`config.mk`:
```
export PLATFORM = sky130hd
export DESIGN_NAME = inst_fetch_queue_flat
export DESIGN_NICKNAME = d
export VERILOG_FILES = /design/src/rtl/inst_fetch_queue_if.sv /design/src/rtl/inst_fetch_queue.sv /design/src/flat_wrapper.sv
export SDC_FILE = /design/constraint.sdc
export NUM_CORES = 1
export LEC_CHECK = 0
export ABC_CLOCK_PERIOD_IN_PS = 2270
export CORE_AREA = 5 5 155 127
export CTS_CLUSTER_DIAMETER = 200
export DETAILED_ROUTE_END_ITERATION = 8
export DIE_AREA = 0 0 160 132
export PLACE_DENSITY = 0.67
export SLEW_MARGIN = 40
export SYNTH_ARGS = -nofsm -noshare
export SYNTH_HDL_FRONTEND = slang
export SYNTH_SLANG_ARGS = --single-unit
```
`constraint.sdc`:
```
create_clock -name clk -period 2.27 [get_ports clk]
set_input_delay 0.681 -clock clk [delete_from_list [all_inputs] [get_ports clk]]
set_output_delay 0.681 -clock clk [all_outputs]
set_load 0.005 [all_outputs]
```
`src/rtl/inst_fetch_queue_if.sv`:
```
// Bundle between the PC stage / decode / program loader and the instruction fetch queue.
// The queue side uses the slave modport; the surrounding pipeline drives through master.
interface inst_fetch_queue_if #(
  parameter int A = 4,
  parameter int W = 9
);
  logic [A-1:0] inst_addr_in;
  logic         halt_in;
  logic         prog_we;
  logic [A-1:0] prog_addr;
  logic [W-1:0] prog_data;
  logic         flush;
  logic         id_ready;
  logic [W-1:0] inst_out;
  logic [A-1:0] pc_out;
  logic         valid_out;
  logic         fetch_stall;
  logic         halt_out;

  modport master (
    output inst_addr_in, halt_in, prog_we, prog_addr, prog_data, flush, id_ready,
    input  inst_out, pc_out, valid_out, fetch_stall, halt_out
  );

  modport slave (
    input  inst_addr_in, halt_in, prog_we, prog_addr, prog_data, flush, id_ready,
    output inst_out, pc_out, valid_out, fetch_stall, halt_out
  );
endinterface

```
`src/rtl/inst_fetch_queue.sv`:
```
// Instruction fetch queue: synchronous-read instruction memory, one F1 read register and a
// small {pc, inst} FIFO feeding decode, with back-pressure, branch flush and halt drain.
module inst_fetch_queue #(
  parameter int A      = 4,
  parameter int W      = 9,
  parameter int QDEPTH = 4
) (
  input  logic               clk,
  input  logic               reset,
  inst_fetch_queue_if.slave  bus
);

  localparam int PW = $clog2(QDEPTH);
  localparam int CW = PW + 1;
  localparam logic [CW-1:0] DEPTH = CW'(QDEPTH);

  logic [W-1:0] mem [2**A];

  logic [A-1:0]  f1_pc_q;
  logic [W-1:0]  f1_inst_q;
  logic          f1_v_q, f1_v_d;

  logic [A-1:0]  q_pc_q   [QDEPTH];
  logic [W-1:0]  q_inst_q [QDEPTH];
  logic [PW-1:0] wptr_q, wptr_d;
  logic [PW-1:0] rptr_q, rptr_d;
  logic [CW-1:0] count_q, count_d;
  logic          halt_q, halt_d;

  logic          capture;
  logic          push;
  logic          pop;
  logic [CW-1:0] occupancy;

  // Stall looks only at registered state; a pop in flight this cycle is ignored on purpose,
  // which keeps count + f1_v <= QDEPTH without a combinational path from id_ready.
  assign occupancy       = count_q + CW'(f1_v_q);
  assign bus.fetch_stall = (occupancy >= DEPTH);
  assign bus.valid_out   = (count_q != '0);
  assign bus.inst_out    = q_inst_q[rptr_q];
  assign bus.pc_out      = q_pc_q[rptr_q];
  assign bus.halt_out    = halt_q;

  assign capture = !bus.halt_in && !bus.fetch_stall && !bus.flush;
  assign push    = f1_v_q && !bus.flush;
  assign pop     = bus.valid_out && bus.id_ready && !bus.flush;

  always_comb begin
    // NOTE: every output of this block gets a default first, so no path leaves one unassigned
    // and no latch is inferred.
    wptr_d  = wptr_q;
    rptr_d  = rptr_q;
    count_d = count_q;
    f1_v_d  = capture;
    halt_d  = bus.halt_in && (count_q == '0) && !f1_v_q;

    if (bus.flush) begin
      wptr_d  = '0;
      rptr_d  = '0;
      count_d = '0;
    end else begin
      if (push) wptr_d = wptr_q + PW'(1);
      if (pop)  rptr_d = rptr_q + PW'(1);
      case ({push, pop})
        2'b10:   count_d = count_q + CW'(1);
        2'b01:   count_d = count_q - CW'(1);
        default: count_d = count_q;
      endcase
    end
  end

  // NOTE: the instruction array has no reset; program contents must survive a reset, and
  // leaving it out of the reset network lets it map onto plain RAM.
  always_ff @(posedge clk) begin
    if (bus.prog_we) mem[bus.prog_addr] <= bus.prog_data;
  end

  // NOTE: sequential state uses non-blocking assignments only, which is also what makes a
  // same-edge read of mem[] return the pre-write data.
  always_ff @(posedge clk or negedge reset) begin
    if (!reset) begin
      f1_pc_q   <= '0;
      f1_inst_q <= '0;
      f1_v_q    <= 1'b0;
    end else begin
      f1_v_q <= f1_v_d;
      if (capture) begin
        f1_pc_q   <= bus.inst_addr_in;
        f1_inst_q <= mem[bus.inst_addr_in];
      end
    end
  end

  always_ff @(posedge clk or negedge reset) begin
    if (!reset) begin
      for (int i = 0; i < QDEPTH; i++) begin
        q_pc_q[i]   <= '0;
        q_inst_q[i] <= '0;
      end
    end else if (push) begin
      q_pc_q[wptr_q]   <= f1_pc_q;
      q_inst_q[wptr_q] <= f1_inst_q;
    end
  end

  always_ff @(posedge clk or negedge reset) begin
    if (!reset) begin
      wptr_q  <= '0;
      rptr_q  <= '0;
      count_q <= '0;
      halt_q  <= 1'b0;
    end else begin
      wptr_q  <= wptr_d;
      rptr_q  <= rptr_d;
      count_q <= count_d;
      halt_q  <= halt_d;
    end
  end

endmodule

```
`src/flat_wrapper.sv`:
```
// flat-port wrapper written by rule: the top's interface ports become plain ports
module inst_fetch_queue_flat 
#(
  parameter int A      = 4,
  parameter int W      = 9,
  parameter int QDEPTH = 4
)
  (clk, reset, bus_inst_addr_in, bus_halt_in, bus_prog_we, bus_prog_addr, bus_prog_data, bus_flush, bus_id_ready, bus_inst_out, bus_pc_out, bus_valid_out, bus_fetch_stall, bus_halt_out);
  inst_fetch_queue_if #(.A(A), .W(W)) bus_i ();
  input  logic clk;
  input  logic reset;
  input wire logic [$bits(bus_i.inst_addr_in)-1:0] bus_inst_addr_in;
  input wire logic [$bits(bus_i.halt_in)-1:0] bus_halt_in;
  input wire logic [$bits(bus_i.prog_we)-1:0] bus_prog_we;
  input wire logic [$bits(bus_i.prog_addr)-1:0] bus_prog_addr;
  input wire logic [$bits(bus_i.prog_data)-1:0] bus_prog_data;
  input wire logic [$bits(bus_i.flush)-1:0] bus_flush;
  input wire logic [$bits(bus_i.id_ready)-1:0] bus_id_ready;
  output wire logic [$bits(bus_i.inst_out)-1:0] bus_inst_out;
  output wire logic [$bits(bus_i.pc_out)-1:0] bus_pc_out;
  output wire logic [$bits(bus_i.valid_out)-1:0] bus_valid_out;
  output wire logic [$bits(bus_i.fetch_stall)-1:0] bus_fetch_stall;
  output wire logic [$bits(bus_i.halt_out)-1:0] bus_halt_out;
  assign bus_i.inst_addr_in = bus_inst_addr_in;
  assign bus_i.halt_in = bus_halt_in;
  assign bus_i.prog_we = bus_prog_we;
  assign bus_i.prog_addr = bus_prog_addr;
  assign bus_i.prog_data = bus_prog_data;
  assign bus_i.flush = bus_flush;
  assign bus_i.id_ready = bus_id_ready;
  assign bus_inst_out = bus_i.inst_out;
  assign bus_pc_out = bus_i.pc_out;
  assign bus_valid_out = bus_i.valid_out;
  assign bus_fetch_stall = bus_i.fetch_stall;
  assign bus_halt_out = bus_i.halt_out;
  inst_fetch_queue #(.A(A), .W(W), .QDEPTH(QDEPTH)) u_core (.clk(clk), .reset(reset), .bus(bus_i));
endmodule
```
==> results.py, run 1 <==
metrics = {
    "outcome": {
        "status": "finished, violations left",
        "violations": "negative setup slack",
    },
    "grt": {
        "grt_overflow": 0,
        "grt_max_degree": 47,
        "track_usage_pct": 16.77,
        "antenna_found_initial": 0,
        "grt_pass1_wl_um": 27770,
        "grt_pass1_vias": 4768,
    },
    "final_layout": {
        "final_layout_size_suffix_gt1_share_pct": 39.75,
        "multi_input_area_mm2": 0.002491,
        "syn_to_final_growth_pct": 20.74,
        "layout_commonest_cell": "edfxtp_1",
        "n_antenna_cell": 0,
        "nNetsFinal": 579,
        "fin_cells": 796,
        "fill_cells": 1306,
        "final_cell_mix": "144 x edfxtp_1, 71 x dfrtp_1, 62 x mux2_2, 48 x buf_4, 46 x mux4_2",
        "regArea_mm2": 0.006180,
    },
    "timing": {
        "grt_setup_unrepaired": "yes",
        "slew_headroom_pct": 59.94,
        "finalCritPeriodShare_pct": 108.2,
        "skew_ns": 0.007736,
        "whs_ns": 0.1987,
        "worst_pin_slew_ns": 0.5990,
        "max_freq_ghz": 0.4073,
        "hold_viol": 0,
        "setup_slack_ns": -0.1854,
        "finalSetupViolCount": 13,
        "slew_violations": 0,
        "fin_tns_setup_ns": -1.875,
        "period_needed_ns": 2.455,
    },
    "critical_path": {
        "crit_path_top_delay_cell": "mux4_2",
        "crit_path_max_fanout": 6,
        "crit_required_ns": 1.59,
        "rrSetupSlack_ns": 0.19,
        "max_stage_delay_ns": 0.54,
        "worst-setup-path-type": "register to output pin",
        "cpLargestDelayFamily": "multiplexers",
        "rr_endpoint": "u_core.count_q[2]",
        "cp.depth": 4,
        "end_kind": "output pin",
        "worstPathCellList": "buf_6, buf_12, mux4_2, buf_6",
        "reg2reg_from": "u_core.count_q[1]",
        "startpoint_type": "register",
        "critical_path_arrival_ns": 1.77,
        "startpoint": "u_core.rptr_q[0]",
        "r2r_cells": 8,
        "crit_top_cell": "buf_6",
        "critical_path_buf_inv_count": 3,
    },
    "cts": {
        "clock_latency_ns": 0.49,
        "clockBufferDepth": 3,
        "cts_root_buf": "clkbuf_16",
        "cts_hold_buf": 0,
        "htree_levels": 1,
        "cts_tree": "built",
        "clkSinkCount": 218,
        "clkTransAtPathRegs_ns": 0.06,
        "numCtsBuffers": 22,
    },
    "floorplan": {
        "dieWidth_um": 160,
        "core_area_mm2": 0.01789,
        "die_h_um": 132,
        "die_area_mm2": 0.02112,
        "rows": 44,
        "ioPinCount": 39,
        "start_util_pct": 49.06,
    },
    "pwr": {
        "vdd.ir_drop.worst_uv": 638.3,
        "p_total_mw": 10.41,
        "power_density_mw_per_mm2": 982.2,
        "cellLeakagePower_nw": 4.083,
    },
    "hold_path": {
        "hp-class": "primary input to async pin",
    },
    "placed_design": {
        "io_buffer_count": 38,
        "place_inst": 750,
        "dp_hpwl_um": 11350,
        "routabilityCongestion": 0.8176,
        "place_ws_ns": -0.1601,
    },
    "route": {
        "vias": 4477,
        "drt_iter0_drc": 198,
        "drt_pass1_iterations": 4,
        "drc": 0,
        "wirelength_um": 17200,
        "ant_nets": 0,
        "routed_via_density": 5.624,
        "wire_per_inst_um": 21.61,
    },
    "synthesis": {
        "ys_ff_latch": 218,
        "yosys_warnings": 0,
        "synth_area_mm2": 0.008777,
        "yosys-top-cells-area": "edfxtp_1 49%, dfrtp_1 21%, mux4_2 12%",
        "synth.distinct_cells": 33,
        "synth_nets": 479,
        "yosysSeqAreaShare_pct": 70.36,
        "netlist_instances": 451,
        "synth_top_cell_by_area": "edfxtp_1",
        "avgSynthCellArea_um2": 19.46,
        "synth_top_area_share_pct": 49.27,
    },
    "flow_run": {
        "max_cap_violations": 0,
    },
}
routing by layer:
metal	up-vias	share of wire (%)	global-route usage, %
li1	1987	-	-
met2	92	48	26.49
met1	2381	46	24.90
met3	17	4.6	3.188
met4	0	1.1	3.201
met5	-	0	0
worst max-delay path by stage:
stage / to / slack [ns]
2_1_floorplan: u_core.mem[0][0] / 0.03
3_3_place_gp: u_core.count_q[2] / -0.12
3_5_place_dp: u_core.count_q[2] / -0.16
4_1_cts: bus_inst_out[7] / -0.19
5_1_grt: bus_pc_out[3] / -0.23
6_report: bus_pc_out[3] / -0.19
where the power goes:
| part | leakage (nW) | switching (mW) | internal [mW] |
|---|---|---|---|
| registers | 2.26 | 0.308 | 4.71 |
| clock network | 0.356 | 1.41 | 2.18 |
| logic | 1.47 | 0.710 | 1.09 |
worst register-to-register path, delay by kind of cell (launching register included):
family / cells / cell delay, ns
and+or+nand+nor: 3 / 0.48
AOI/OAI and AO/OA: 2 / 0.40
buffers and inverters: 2 / 0.28
DFF: 1 / 0.40
adders and majority gates: 1 / 0.39
stage by stage:
step	cell area (um2)	utilization, %
2_1_floorplan	8777	-
4_1_cts	10590	59.17
3_3_place_gp	9854	55.08
3_5_place_dp	9854	55.08
6_report	10600	59.23
5_1_grt	10600	59.23
cell families after synthesis:
kind of cell	count (synthesis)	synth area share (%)
flip-flops	218	70.36
multiplexers	128	22.78
AND/OR/NAND/NOR	53	2.937
buffers and inverters	25	1.411
AO/OA/AOI/OAI	17	1.212
XOR/XNOR	5	0.4989
adder cells (fa/ha/maj)	5	0.7983
registers in the layout (all words and copies together), names as in the netlist:
name and count:
u_core.f1_inst_q 9, u_core.count_q 3, u_core.bus.halt_out 1, u_core.mem 144, u_core.q_pc_q 16, u_core.q_inst_q 36
u_core.wptr_q 2, u_core.f1_pc_q 4, u_core.f1_v_q 1, u_core.rptr_q 2
Yosys cell counts, drive strengths merged:
library cell / instances
o31ai: 1
or2: 2
or3: 1
nand3b: 2
o21ai: 6
a21o: 3
dfrtp: 74
nor3: 8
nor2: 17
nand2b: 3
clkbuf: 7
nor2b: 1
inv: 3
edfxtp: 144
mux4: 50
mux2i: 16
o22ai: 3
nor3b: 3
buf: 15
a211oi: 3
ha: 4
a21oi: 1
mux2: 62
and3: 2
xnor2: 1
nand2: 11
or3b: 1
nand3: 2
xor2: 4
fa: 1
layout make-up:
class                      instances  share of cell area, %
tap                              230                  2.715
inverter                           3                 0.1063
clock inverter                    12                  1.228
sequential                       218                  58.31
clock buffer                      27                  5.573
timing repair buffer              98                  8.560
multi-input combinational        208                  23.51
timing repair:
item,in CTS,in global routing
buffers inserted,6,2
resized for setup,61,5
cloned,1,0
endpoints found under the setup margin,15,14
Note: power is estimated with default switching activity, not from simulation.
==> run 2: changes to the inputs <==
Settings changed: CTS_CLUSTER_DIAMETER 200 to 30.
==> results.py, run 2 (synthesis results as in run 1) <==
metrics = {
    "grt": {
        "grt_max_degree": 47,
        "grt_pass1_wl_um": 28960,
        "grt_pass1_vias": 5038,
        "antenna_found_initial": 0,
        "grt_overflow": 0,
        "track_usage_pct": 17.47,
    },
    "timing": {
        "finalSetupViolCount": 13,
        "hold_viol": 0,
        "slew_headroom_pct": 58.24,
        "slew_violations": 0,
        "finalCritPeriodShare_pct": 107.7,
        "fin_tns_setup_ns": -1.744,
        "worst_pin_slew_ns": 0.6245,
        "max_freq_ghz": 0.4091,
        "skew_ns": 0.01624,
        "period_needed_ns": 2.444,
        "whs_ns": 0.2179,
        "setup_slack_ns": -0.1742,
        "grt_setup_unrepaired": "yes",
    },
    "cts": {
        "clockBufferDepth": 3,
        "clock_latency_ns": 0.49,
        "cts_hold_buf": 0,
        "clkTransAtPathRegs_ns": 0.05,
        "numCtsBuffers": 35,
        "htree_levels": 2,
        "cts_root_buf": "clkbuf_16",
        "clkSinkCount": 218,
        "cts_tree": "built",
    },
    "final_layout": {
        "syn_to_final_growth_pct": 25.35,
        "largest_reg_flops": 144,
        "final_cell_mix": "144 x edfxtp_1, 71 x dfrtp_1, 62 x mux2_2, 47 x buf_4, 46 x mux4_2",
        "n_antenna_cell": 0,
        "reg.largest.list": "u_core.mem (144), u_core.q_inst_q (36), u_core.q_pc_q (16)",
        "multi_input_area_mm2": 0.002491,
        "final_layout_size_suffix_gt1_share_pct": 41.94,
        "fill_cells": 1241,
        "nNetsFinal": 591,
        "regArea_mm2": 0.006180,
        "layout_commonest_cell": "edfxtp_1",
        "regMostFlops": "u_core.mem",
    },
    "pwr": {
        "vdd.ir_drop.worst_uv": 833.4,
        "p_clk_share_pct": 42.3,
        "seqPwrFrac_pct": 42.5,
        "switchingPower_mw": 2.797,
        "cellLeakagePower_nw": 4.264,
        "switching_share_pct": 23.67,
        "power_density_mw_per_mm2": 1074,
        "internal_power_mw": 9.020,
        "p_total_mw": 11.82,
        "power.share.combinational_pct": 15.2,
    },
    "critical_path": {
        "end_kind": "output pin",
        "worst-setup-path-type": "register to output pin",
        "crit_required_ns": 1.59,
        "crit_path_max_fanout": 6,
        "critical_path_arrival_ns": 1.76,
        "startpoint_type": "register",
    },
    "placed_design": {
        "dp_hpwl_um": 11350,
        "routabilityCongestion": 0.8176,
        "io_buffer_count": 38,
    },
    "floorplan": {
        "start_util_pct": 49.06,
        "dieWidth_um": 160,
        "die_area_mm2": 0.02112,
        "ioPinCount": 39,
        "die_h_um": 132,
        "rows": 44,
        "core_area_mm2": 0.01789,
    },
    "route": {
        "vias": 4529,
        "wire_per_inst_um": 21.63,
        "ant_nets": 0,
        "routed_via_density": 5.530,
        "drc": 0,
        "drt_pass1_iterations": 4,
        "wirelength_um": 17710,
        "drt_iter0_drc": 234,
    },
    "flow_run": {
        "max_cap_violations": 0,
    },
    "outcome": {
        "violations": "negative setup slack",
        "status": "finished, violations left",
    },
    "hold_path": {
        "hp-class": "primary input to async pin",
    },
}
## run 2: power by group through the flow
| stage | clock network, mW | logic [mW] | registers, mW |
|---|---|---|---|
| 2_1_floorplan | 0 | 1.04 | 4.98 |
| 3_3_place_gp | 0 | 1.81 | 5.07 |
| 3_5_place_dp | 0 | 1.84 | 5.11 |
| 4_1_cts | 5.10 | 1.83 | 5.03 |
| 5_1_grt | 5.31 | 1.96 | 5.09 |
| 6_report | 5.00 | 1.79 | 5.03 |
## run 2: final timing paths
path / cells past startpoint / start / slack, ns / end
max: 4 / u_core.rptr_q[0] / -0.17 / bus_pc_out[3]
max reg2reg: 7 / u_core.count_q[2] / 0.31 / u_core.count_q[2]
min in group clk: 1 / u_core.q_pc_q[2] / 0.50 / u_core.q_pc_q[2]
min reg2reg: 1 / u_core.q_pc_q[2] / 0.50 / u_core.q_pc_q[2]
min: 1 / reset / 0.22 / u_core.q_pc_q[12]
max in group asynchronous: 2 / reset / 1.48 / u_core.q_pc_q[2]
## run 2: per-stage QoR
step | instance area [um2] | setup slack (ns) | utilization (%) | cells
after floorplan | 8777 | 0.02586 | - | 451
after detailed placement | 9854 | -0.1601 | 55.08 | 750
after CTS | 11000 | -0.1756 | 61.49 | 819
after global placement | 9854 | -0.1186 | 55.08 | 750
after global routing | 11000 | -0.2180 | 61.49 | 819
final | 11000 | -0.1742 | 61.49 | 819
## run 2: area by class of cell
cell class / count / area share [%]
Inverter: 3 / 0.1024
Multi-Input combinational cell: 208 / 22.64
Clock inverter: 18 / 1.615
Timing Repair Buffer: 97 / 8.177
Tap cell: 230 / 2.616
Clock buffer: 45 / 8.677
Sequential cell: 218 / 56.17
## run 2: layer usage
layer | routed length (um) | GRT usage [%] | vias up
met5 | 0 | 0 | -
met1 | 7943 | 25.08 | 2377
li1 | - | - | 2036
met4 | 200 | 3.679 | 0
met2 | 8699 | 28.02 | 97
met3 | 870 | 3.814 | 19
## run 2: timing repair
item / CTS / global route
gates resized for setup: 61 / 5
setup endpoints to repair: 15 / 14
cloned: 1 / 0
hold endpoints to repair: 0 / 0
setup buffers: 6 / 1
## run 2: worst max-delay path: stages, from the launching register on
cell	delay (ns)
dfrtp_2	0.37
buf_6	0.11
buf_12	0.12
mux4_2	0.54
buf_6	0.14
==> run 3: changes to the inputs <==
Settings changed: TNS_END_PERCENT from default to 50.
==> results.py, run 3 (synthesis results as in run 1) <==
metrics = {
    "timing": {
        "period_needed_ns": 2.443,
        "worst_pin_slew_ns": 0.6245,
        "hold_viol": 0,
        "finalCritPeriodShare_pct": 107.6,
        "max_freq_ghz": 0.4093,
        "slew_headroom_pct": 58.24,
        "setup_slack_ns": -0.1730,
        "skew_ns": 0.01609,
        "slew_violations": 0,
        "finalSetupViolCount": 13,
        "fin_tns_setup_ns": -1.721,
        "grt_setup_unrepaired": "yes",
    },
    "critical_path": {
        "startpoint": "u_core.rptr_q[0]",
        "max_stage_delay_ns": 0.54,
        "crit_path_top_delay_cell": "mux4_2",
        "worstPathCellList": "buf_6, buf_12, mux4_2, buf_6",
        "critical_path_arrival_ns": 1.76,
        "startpoint_type": "register",
        "worst-setup-path-type": "register to output pin",
        "crit_required_ns": 1.59,
        "endpoint": "bus_pc_out[3]",
        "reg2reg_from": "u_core.count_q[2]",
        "r2r_cells": 7,
        "crit_path_max_fanout": 6,
        "cp.depth": 4,
        "critical_path_buf_inv_count": 3,
        "rr_endpoint": "u_core.count_q[2]",
        "rrSetupSlack_ns": 0.31,
        "end_kind": "output pin",
        "crit_top_cell": "buf_6",
        "cpLargestDelayFamily": "multiplexers",
    },
    "route": {
        "routed_via_density": 5.531,
        "vias": 4530,
        "wirelength_um": 17710,
        "ant_nets": 0,
        "drt_iter0_drc": 236,
        "drc": 0,
        "drt_pass1_iterations": 4,
        "wire_per_inst_um": 21.62,
    },
    "cts": {
        "cts_root_buf": "clkbuf_16",
        "numCtsBuffers": 35,
        "clockBufferDepth": 3,
        "htree_levels": 2,
        "cts_tree": "built",
        "clkSinkCount": 218,
        "clkTransAtPathRegs_ns": 0.05,
        "clock_latency_ns": 0.49,
        "cts_hold_buf": 0,
    },
    "floorplan": {
        "core_area_mm2": 0.01789,
        "ioPinCount": 39,
        "start_util_pct": 49.06,
        "rows": 44,
        "die_area_mm2": 0.02112,
        "die_h_um": 132,
        "dieWidth_um": 160,
    },
    "grt": {
        "grt_overflow": 0,
        "antenna_found_initial": 0,
        "track_usage_pct": 17.47,
        "grt_max_degree": 47,
        "grt_pass1_wl_um": 28960,
        "grt_pass1_vias": 5038,
    },
    "pwr": {
        "cellLeakagePower_nw": 4.264,
        "vdd.ir_drop.worst_uv": 833.5,
        "power_density_mw_per_mm2": 1074,
    },
    "placed_design": {
        "routabilityCongestion": 0.8176,
        "dp_hpwl_um": 11350,
        "place_inst": 750,
        "placed_cell_area_mm2": 0.009854,
        "io_buffer_count": 38,
    },
    "final_layout": {
        "regMostFlops": "u_core.mem",
        "n_antenna_cell": 0,
        "stdcell_area_mm2": 0.01100,
        "final_layout_size_suffix_gt1_share_pct": 41.94,
        "layout_commonest_cell": "edfxtp_1",
        "fin_util_pct": 61.49,
        "reg.largest.list": "u_core.mem (144), u_core.q_inst_q (36), u_core.q_pc_q (16)",
        "final_cell_mix": "144 x edfxtp_1, 71 x dfrtp_1, 62 x mux2_2, 47 x buf_4, 46 x mux4_2",
        "fin_cells": 819,
        "largest_reg_flops": 144,
        "nNetsFinal": 591,
        "syn_to_final_growth_pct": 25.35,
    },
    "hold_path": {
        "hp-class": "primary input to async pin",
    },
    "outcome": {
        "violations": "negative setup slack",
        "status": "finished, violations left",
    },
    "flow_run": {
        "max_cap_violations": 0,
    },
}
[run 3: per-stage QoR]
stage / total power [mW] / hold WS, ns / worst slack, ns
finish: 11.81 / 0.2173 / -0.1730
global route: 12.37 / 0.2618 / -0.2180
detailed placement: 6.957 / 0.4885 / -0.1601
CTS: 11.97 / 0.2337 / -0.1756
global placement: 6.876 / 0.4824 / -0.1186
floorplan: 6.018 / 0.3854 / 0.02586
[run 3: how the worst min path moves through the flow]
stage	slack, ns	cells after the start	endpoint
5_1_grt	0.26	1	u_core.q_pc_q[8]
2_1_floorplan	0.39	0	u_core.bus.halt_out
4_1_cts	0.23	1	u_core.f1_inst_q[2]
3_5_place_dp	0.49	1	u_core.q_inst_q[1]
6_report	0.22	1	u_core.q_pc_q[12]
3_3_place_gp	0.48	1	u_core.q_pc_q[6]
[run 3: power breakdown]
part | total (mW) | switching (mW) | internal [mW]
clock network | 5.00 | 1.77 | 3.22
registers | 5.03 | 0.309 | 4.72
logic | 1.79 | 0.711 | 1.08
[run 3: area by class of cell]
cell class                 instances  area (um2)
timing repair buffer              97       899.6
sequential                       218        6180
clock inverter                    18       177.7
clock buffer                      45       954.7
fill                            1241        6890
inverter                           3       11.26
multi-input combinational        208        2491
tap                              230       287.8
[run 3: routing by layer]
layer / GRT usage (%) / share of wire (%) / vias up
met5: 0 / 0 / -
met4: 3.679 / 1.1 / 0
met3: 3.814 / 5.0 / 19
met2: 28.02 / 49 / 100
met1: 25.08 / 45 / 2376
li1: - / - / 2035
[run 3: timing repair]
| action | 4_1_cts | 5_1_grt |
|---|---|---|
| resized for setup | 61 | 5 |
| endpoints found under the setup margin | 15 | 14 |
| cloned | 1 | 0 |
| endpoints found under the hold margin | 0 | 0 |
| setup buffers | 6 | 1 |
==> edit, RTL diff (flow settings as in run 3) <==
`QDEPTH` is set to 4 in 2 places; all go to 2.
--- a/src/rtl/inst_fetch_queue.sv
+++ b/src/rtl/inst_fetch_queue.sv
@@ -5,3 +5,3 @@
   parameter int W      = 9,
-  parameter int QDEPTH = 4
+  parameter int QDEPTH = 2
 ) (
--- a/src/flat_wrapper.sv
+++ b/src/flat_wrapper.sv
@@ -5,3 +5,3 @@
   parameter int W      = 9,
-  parameter int QDEPTH = 4
+  parameter int QDEPTH = 2
 )
Formal check against the unedited RTL: not equivalent (a bounded check fails within 4 cycles, from zero or initial values and one cycle with reset low).
==> edit against run 3 <==
  * Sequential cell count is 29 lower
  * Hold slack better by 0.044 ns
  * Wire length is 18% lower
  * Final area is 18% lower
  * Area after synthesis is 15% lower
  * First-iteration DRC count is 3.0% lower
  * Setup slack better by 0.20 ns
  * Final cell count is 15% lower
  * Critical path depth stayed put
Power is not compared: it rests on default switching activity, and its combinational part moved more than twofold at a synthesized area within 25%.
==> edit: results <==
metrics = {
    "synth": {
        "ys_top_cells_by_area": "edfxtp_1 58%, dfrtp_1 15%, mux4_2 11%",
        "synth-adder-area-share_pct": 0,
        "synth-xor-area-share_pct": 0.468,
        "synth_compound_area_share_pct": 1.37,
        "postSynth.asyncResetShare_pct": 23.8,
        "synth_nets": 392,
        "synthMuxAreaShare_pct": 20.8,
        "yosysSeqAreaShare_pct": 72.8,
    },
    "sta": {
        "tightest_slew_ns": 0.598,
        "finClkSkew_ns": 0.00635,
        "timing.fmax_mhz": 446,
    },
    "placed_design": {
        "gp_congestion": 0.800,
    },
    "global_route": {
        "grt_max_degree": 28,
        "first_global_vias": 3890,
        "grt_pass1_wl_mm": 22.9,
    },
    "setup_path": {
        "r2r_start": "u_core.count_q[0]$_DFFE_PN0P_",
        "cp-startpoint": "u_core.rptr_q$_DFFE_PN0P_",
        "cp.arrival_ns": 1.56,
    },
    "routing": {
        "first_pass_iters": 5,
        "avgViaCountPerCell": 5.26,
        "postRouteWirelength_mm": 14.5,
        "first_iter_violations": 229,
    },
    "clock_tree": {
        "clkLatencyLatePin_ns": 0.42,
        "cts.htree.levels": 4,
    },
    "layout": {
        "reg_top3": "u_core.mem (144), u_core.q_inst_q (18), u_core.f1_inst_q (9)",
        "nFillCells": 1432,
    },
    "outcome": {
        "outcome": "completed",
    },
}
[edit: worst paths after layout]
kind	endpoint	cells after the start	slack (ns)
setup / recovery	bus_inst_out[6]	4	0.03
hold / removal	u_core.q_inst_q[16]$_DFFE_PN0P_	1	0.26
setup reg to reg	u_core.f1_inst_q[8]$_DFFE_PN0P_	5	0.64
hold reg to reg	u_core.q_pc_q[6]$_DFFE_PN0P_	1	0.49
max in group asynchronous	u_core.rptr_q$_DFFE_PN0P_	2	1.33
min in group clk	u_core.q_pc_q[6]$_DFFE_PN0P_	1	0.49
[edit: logic make-up (layout without fill, tap and decap cells)]
group	count (synthesis)	after routing
xor+xnor	4	4
mux	101	101
compound gates	18	18
buf+inv	20	120
simple gates	37	37
flops	189	189
[edit: metrics by stage]
step / hold WS [ns] / power, W / cells
CTS: 0.252 / 0.00807 / 690
detailed placement: 0.475 / 0.00516 / 655
global placement: 0.461 / 0.00510 / 655
floorplan: 0.385 / 0.00466 / 369
finish: 0.261 / 0.00799 / 699
global route: 0.291 / 0.00834 / 699
[edit: critical path, cell delays in order, from the launching register on]
cell       delay, ns
dfrtp_2         0.44
clkbuf_16       0.17
buf_4           0.12
mux2_1          0.30
clkbuf_2        0.11
[edit: routing by layer]
metal | vias up | share of wire (%) | track usage, % | wire length [microns]
li1 | 1650 | - | - | -
met1 | 1917 | 44 | 20.2 | 6440
met2 | 104 | 49 | 22.5 | 7040
met3 | 4 | 6.5 | 4.06 | 939
met4 | 0 | 0.38 | 3.30 | 55
met5 | - | 0 | 0 | 0
[edit: repair_timing]
action | CTS | global route
hold buffers | 0 | 0
setup buffers | 3 | 8
gates resized for setup | 18 | 31
setup endpoints to repair | 15 | 12
pin swaps | 1 | 0
gates cloned | 0 | 1
[edit: power by group through the flow]
stage,Clock (W),Combinational [W],Sequential (W)
after global placement,0,0.000882,0.00422
after global routing,0.00319,0.000946,0.00420
final,0.00297,0.000851,0.00417
after CTS,0.00304,0.000858,0.00417
after detailed placement,0,0.000913,0.00424
after floorplan,0,0.000487,0.00417
[edit: area by class of cell]
| type | instances | area, sq um | share of cell area, % |
|---|---|---|---|
| Tap cell | 230 | 288 | 3.19 |
| Timing Repair Buffer | 85 | 774 | 8.58 |
| Clock buffer | 17 | 425 | 4.71 |
| Clock inverter | 15 | 170 | 1.88 |
| Multi-Input combinational cell | 160 | 1910 | 21.1 |
| Sequential cell | 189 | 5450 | 60.4 |
| Inverter | 3 | 11.3 | 0.125 |
